## config.mk

```make
export PLATFORM = sky130hd
export DESIGN_NAME = wb_sched
export DESIGN_NICKNAME = d
export VERILOG_FILES = /design/src/rtl/wb_sched.sv
export SDC_FILE = /design/constraint.sdc
export NUM_CORES = 1
export LEC_CHECK = 0
export CAP_MARGIN = 20
export CORE_ASPECT_RATIO = 0.6
export CORE_MARGIN = 2
export CORE_UTILIZATION = 38
export DETAILED_ROUTE_END_ITERATION = 6
export PLACE_DENSITY = 0.78
export SLEW_MARGIN = 20
export SYNTH_ARGS = -nofsm -noshare
export SYNTH_HDL_FRONTEND = slang
export SYNTH_SLANG_ARGS = --single-unit
```

## constraint.sdc

```tcl
create_clock -name clk -period 3.4 [get_ports clk]
set_clock_uncertainty 0.1 [all_clocks]
set_input_delay 0.34 -clock clk [delete_from_list [all_inputs] [get_ports clk]]
set_output_delay 0.34 -clock clk [all_outputs]
set_load 0.02 [all_outputs]
```

## src/rtl/wb_sched.sv

```systemverilog
// wb_sched: write-back scheduler and register scoreboard.
// Three producers (ALU, MEM, FPU) share one register-file write port through a
// round-robin arbiter. Pending bits per register class flag ID-stage RAW
// hazards and stall issue on WAW.
// Build option WB_ALU_PRIO_EN: ALU gets fixed top priority, and MEM/FPU
// round-robin between themselves only.
//
// Arbitration pointer (default build):
//   ptr | meaning
//   0   | ALU checked first
//   1   | MEM checked first
//   2   | FPU checked first
module wb_sched #(
  parameter int XLEN = 32,
  parameter int RAW  = 5
) (
  input  logic            clk,
  input  logic            rstn,
  input  logic            alu_valid,
  input  logic [RAW-1:0]  alu_rd,
  input  logic [1:0]      alu_cls,
  input  logic [XLEN-1:0] alu_data,
  output logic            alu_ready,
  input  logic            mem_valid,
  input  logic [RAW-1:0]  mem_rd,
  input  logic [1:0]      mem_cls,
  input  logic [XLEN-1:0] mem_data,
  output logic            mem_ready,
  input  logic            fpu_valid,
  input  logic [RAW-1:0]  fpu_rd,
  input  logic [1:0]      fpu_cls,
  input  logic [XLEN-1:0] fpu_data,
  output logic            fpu_ready,
  input  logic            iss_valid,
  input  logic [RAW-1:0]  iss_rd,
  input  logic [1:0]      iss_cls,
  output logic            iss_stall,
  input  logic [RAW-1:0]  rs1_id,
  input  logic [RAW-1:0]  rs2_id,
  input  logic            rs1_fpu_id,
  input  logic            rs2_fpu_id,
  output logic            hazard_id,
  output logic [RAW-1:0]  rd_wb,
  output logic [1:0]      regwrite_wb,
  output logic [XLEN-1:0] write_data_register_wb
);

  localparam int NREG = 1 << RAW;
  localparam logic [1:0] CLS_INT = 2'b01;
  localparam logic [1:0] CLS_FP  = 2'b10;

  logic [NREG-1:0] pend_int, pend_fp;
  logic [NREG-1:0] pend_int_nxt, pend_fp_nxt;
  logic [2:0]      gnt;
  logic            xfer;
  logic [RAW-1:0]  sel_rd;
  logic [1:0]      sel_cls;
  logic [XLEN-1:0] sel_data;
  logic [1:0]      sel_we;
  logic            iss_pend;
  logic            iss_set;

`ifdef WB_ALU_PRIO_EN
  logic ptr_fpu;  // 0: MEM checked first, 1: FPU checked first

  // ALU wins outright; MEM and FPU alternate when ALU is idle
  always_comb begin
    gnt = 3'b000;
    if (alu_valid)                 gnt = 3'b001;
    else if (ptr_fpu && fpu_valid) gnt = 3'b100;
    else if (mem_valid)            gnt = 3'b010;
    else if (fpu_valid)            gnt = 3'b100;
  end

  // pointer only moves on MEM/FPU grants
  always_ff @(posedge clk) begin
    if (!rstn)       ptr_fpu <= 1'b0;
    else if (gnt[1]) ptr_fpu <= 1'b1;
    else if (gnt[2]) ptr_fpu <= 1'b0;
  end
`else
  logic [1:0] ptr;

  // 3-way round robin starting at the pointer
  always_comb begin
    gnt = 3'b000;
    case (ptr)
      2'd1: begin
        if (mem_valid)      gnt = 3'b010;
        else if (fpu_valid) gnt = 3'b100;
        else if (alu_valid) gnt = 3'b001;
      end
      2'd2: begin
        if (fpu_valid)      gnt = 3'b100;
        else if (alu_valid) gnt = 3'b001;
        else if (mem_valid) gnt = 3'b010;
      end
      default: begin
        if (alu_valid)      gnt = 3'b001;
        else if (mem_valid) gnt = 3'b010;
        else if (fpu_valid) gnt = 3'b100;
      end
    endcase
  end

  // pointer moves to the source after the granted one
  always_ff @(posedge clk) begin
    if (!rstn)       ptr <= 2'd0;
    else if (gnt[0]) ptr <= 2'd1;
    else if (gnt[1]) ptr <= 2'd2;
    else if (gnt[2]) ptr <= 2'd0;
  end
`endif

  assign alu_ready = gnt[0];
  assign mem_ready = gnt[1];
  assign fpu_ready = gnt[2];
  assign xfer      = |gnt;

  // mux the granted producer and decide whether the register file really writes
  always_comb begin
    sel_rd   = alu_rd;
    sel_cls  = alu_cls;
    sel_data = alu_data;
    if (gnt[1]) begin
      sel_rd   = mem_rd;
      sel_cls  = mem_cls;
      sel_data = mem_data;
    end else if (gnt[2]) begin
      sel_rd   = fpu_rd;
      sel_cls  = fpu_cls;
      sel_data = fpu_data;
    end
    sel_we = 2'b00;
    if (sel_cls == CLS_INT && sel_rd != '0)     sel_we = CLS_INT;
    else if (sel_cls == CLS_FP && sel_rd != '1) sel_we = CLS_FP;
  end

  assign iss_pend  = (iss_cls == CLS_INT && pend_int[iss_rd]) ||
                     (iss_cls == CLS_FP  && pend_fp[iss_rd]);
  assign iss_stall = iss_valid && iss_pend;
  // x0 and f31 are hardwired zero, so they are never tracked
  assign iss_set   = iss_valid && !iss_pend &&
                     ((iss_cls == CLS_INT && iss_rd != '0) ||
                      (iss_cls == CLS_FP  && iss_rd != '1));

  assign hazard_id = (rs1_fpu_id ? pend_fp[rs1_id] : pend_int[rs1_id]) ||
                     (rs2_fpu_id ? pend_fp[rs2_id] : pend_int[rs2_id]);

  // scoreboard next state: clear the granted target, then set the issued one
  always_comb begin
    pend_int_nxt = pend_int;
    pend_fp_nxt  = pend_fp;
    if (xfer && sel_cls == CLS_INT) pend_int_nxt[sel_rd] = 1'b0;
    if (xfer && sel_cls == CLS_FP)  pend_fp_nxt[sel_rd]  = 1'b0;
    if (iss_set && iss_cls == CLS_INT) pend_int_nxt[iss_rd] = 1'b1;
    if (iss_set && iss_cls == CLS_FP)  pend_fp_nxt[iss_rd]  = 1'b1;
  end

  // scoreboard and registered write-back port
  always_ff @(posedge clk) begin
    if (!rstn) begin
      pend_int               <= '0;
      pend_fp                <= '0;
      rd_wb                  <= '0;
      regwrite_wb            <= 2'b00;
      write_data_register_wb <= '0;
    end else begin
      pend_int    <= pend_int_nxt;
      pend_fp     <= pend_fp_nxt;
      regwrite_wb <= xfer ? sel_we : 2'b00;
      if (xfer) begin
        rd_wb                  <= sel_rd;
        write_data_register_wb <= sel_data;
      end
    end
  end

endmodule
```

==> run summary <==
Post-Syn Area per Cell -> 9.65 um2
Most frequent cells in the layout -> clkdlybuf4s50_1 (180), dfxtp_1 (105), mux4_2 (58), o211ai_1 (57), o21ai_0 (53)
F_max -> 310 MHz
Setup crit end kind -> output port
Core Region -> 0.0170 mm2
Clock tree sinks -> 105
Hold crit path type -> flop to flop
Hold-fix buffers at CTS -> 0
Routed Wire Length -> 23500 um
Synth warn -> 0
Fin area -> 0.00927 mm2
CTS buffer count -> 9
Synthesized instance count -> 682
Area growth syn-to-layout -> 40.8%
CTS Root Cell -> clkbuf_16
Total track usage -> 25.5%
Inserted Diodes -> 0
Max-Cap Viols -> 0
DRC -> 0
Unique cell type count in the Yosys netlist -> 51
CTS tree -> yes
Final HPWL DP -> 17800 um
P_leak -> 3.40 nW
Synth Flop Type -> dfxtp_1
Synthesized cell area -> 0.00658 mm2
CP Class -> input pin to output port
Final period demand of the worst path -> 3.23 ns
Final ANT Viol Nets -> 0
Post-synth ARST share -> 0%
Worst Path Arrival -> 2.79 ns
Most common cell after layout, fill and taps aside -> clkdlybuf4s50_1
RePlAce Congestion -> 1.11
Ports -> 186
Crit-path max FO -> 8
Ratio of final minimum period to clock period -> 95.0%
RSZ-0062 raised after global routing -> true
Syn Nets -> 826
Worst Path Required -> 2.96 ns
Startpoint types -> input pin
Status -> finished, final reports clean
Global-route wire length before repair -> 36400 um
Rows -> 37
Drt first pass iters -> 5
Vias -> 6711
Synth area leader -> dfxtp_1
Chip width -> 174 um
Final Max Slew Viols -> 0
Post-synth EDFFs -> 0
Met1 wire length -> 9800 um
Dpl ws -> -0.407 ns
Number of global-route vias before repair -> 6400
Met2 WL -> 9990 um
Worst Slack Setup Final -> 0.171 ns
Drt wl/cell -> 21.4 um
Grt ovf -> 0
Pwr per Cell Area -> 384 mW/mm2
Total placed cells including tap cells -> 1082
Final hold vios -> 0
Post-synthesis sequential area ratio -> 31.9%
Maximum VDD drop -> 0.279 mV
Largest net degree at the start of global routing -> 75
Area share of the largest cell type after synthesis -> 31.9%
Routed wl met3 -> 3290 um
Post-Layout Cell Count -> 1100
Area of placed instances -> 0.00888 mm2
Share of cells above drive strength 1 -> 15.2%
Initial antenna violation count -> 0
Worst-path clk slew -> 0.06 ns
Skew-Pair Late Insertion Delay -> 0.36 ns
Uppermost routed layer -> met5
Slew HR -> 51.9%
DRT iter0 DRCs -> 861
H-tree depth reported by CTS -> 3
Register bit total from synthesis -> 105
Fillers -> 1529
Multi-input gate area -> 0.00427 mm2
Die Y -> 106 um
Via/cell ratio -> 6.10
Worst-Margin Slew -> 0.721 ns
Bufs on Longest Clock Path -> 2
Starting Density -> 38.6%
Nets -> 1006
Hold path depth -> 2
Seq. cell area -> 0.00210 mm2
Endpoints failing setup -> 0
Ranking of synthesized cells by area -> dfxtp_1 (32%), mux4_2 (20%), o211ai_1 (6.5%)
Die Area -> 0.0184 mm2
R2r worst-path depth -> 9
Port Buffers -> 185
path summary, 6_finish.rpt:
| kind | startpoint | end | slack, ns |
|---|---|---|---|
| setup / recovery | rs2_id[0] | hazard_id | 0.17 |
| hold / removal | ptr[0]$_SDFFE_PN0N_ | ptr[0]$_SDFFE_PN0N_ | 0.40 |
| setup reg to reg | ptr[0]$_SDFFE_PN0N_ | pend_int[16]$_SDFF_PN0_ | 0.21 |
| hold reg to reg | ptr[0]$_SDFFE_PN0N_ | ptr[0]$_SDFFE_PN0N_ | 0.40 |
report_power, final:
part	internal, mW	switching (mW)	leakage (nW)	total, mW
Combinational	0.542	0.639	2.40	1.18
Sequential	1.31	0.0399	0.855	1.35
Clock	0.556	0.475	0.141	1.03
Total	2.40	1.15	3.40	3.56
kinds of logic after synthesis:
family,count (synthesis),share of synthesized area (%)
AO/OA/AOI/OAI,235,23.9
AND/OR/NAND/NOR,182,14.4
flip-flops,105,31.9
multiplexers,94,25.3
buffers and inverters,64,3.99
adder cells (fa/ha/maj),2,0.380
state kept, by name, indices dropped and copies added, names as in the netlist:
signal and cells:
write_data_register_wb 32, pend_int 32, regwrite_wb 2, pend_fp 32, ptr 2, rd_wb 5
repair_timing:
item | 4_1_cts | 5_1_grt
endpoints found under the setup margin | 1 | 41
resized for setup | 6 | 10
hold endpoints to repair | 0 | 0
cloned | 2 | 0
pin swaps | 0 | 1
setup buffers | 0 | 1
cells in the mapped netlist, types with 10 or more instances:
cell and instances:
a211oi_1 32, a21oi_1 41, buf_2 10, clkbuf_1 37
dfxtp_1 105, mux2i_1 36, mux4_2 58, nand2_1 34
nand3_1 17, nand4_1 10, nor2_1 51, nor2b_1 40
o211ai_1 57, o21ai_0 54
routing by layer:
metal / global-route usage [%] / vias up
met1: 35.4 / 3196
met3: 10.6 / 48
li1: - / 3026
met5: 0 / -
met4: 5.94 / 2
met2: 36.9 / 439
worst max-delay path: stages:
cell and delay [ns]:
clkdlybuf4s15_2 0.24, bufbuf_16 0.30, mux4_2 0.48, mux4_2 0.49, mux4_2 0.47, or2_2 0.30, clkbuf_2 0.16
layout make-up:
type	instances	share of cell area, %
multi-input combinational	513	46.0
sequential	105	22.7
clock inverter	3	0.270
clock buffer	12	2.88
inverter	11	0.472
tap	234	3.16
timing repair buffer	222	24.5
per-stage QoR:
stage / utilization, % / hold slack [ns] / power [mW] / TNS [ns]
3_5_place_dp: 52.1 / 0.389 / 2.52 / -0.407
2_1_floorplan: - / 0.361 / 1.99 / 0
5_1_grt: 54.4 / 0.418 / 3.70 / -0.0164
6_report: 54.4 / 0.399 / 3.56 / 0
3_3_place_gp: 52.1 / 0.376 / 2.50 / -0.387
4_1_cts: 54.2 / 0.400 / 3.55 / 0
No activity file was read; power rests on OpenSTA's default activity.
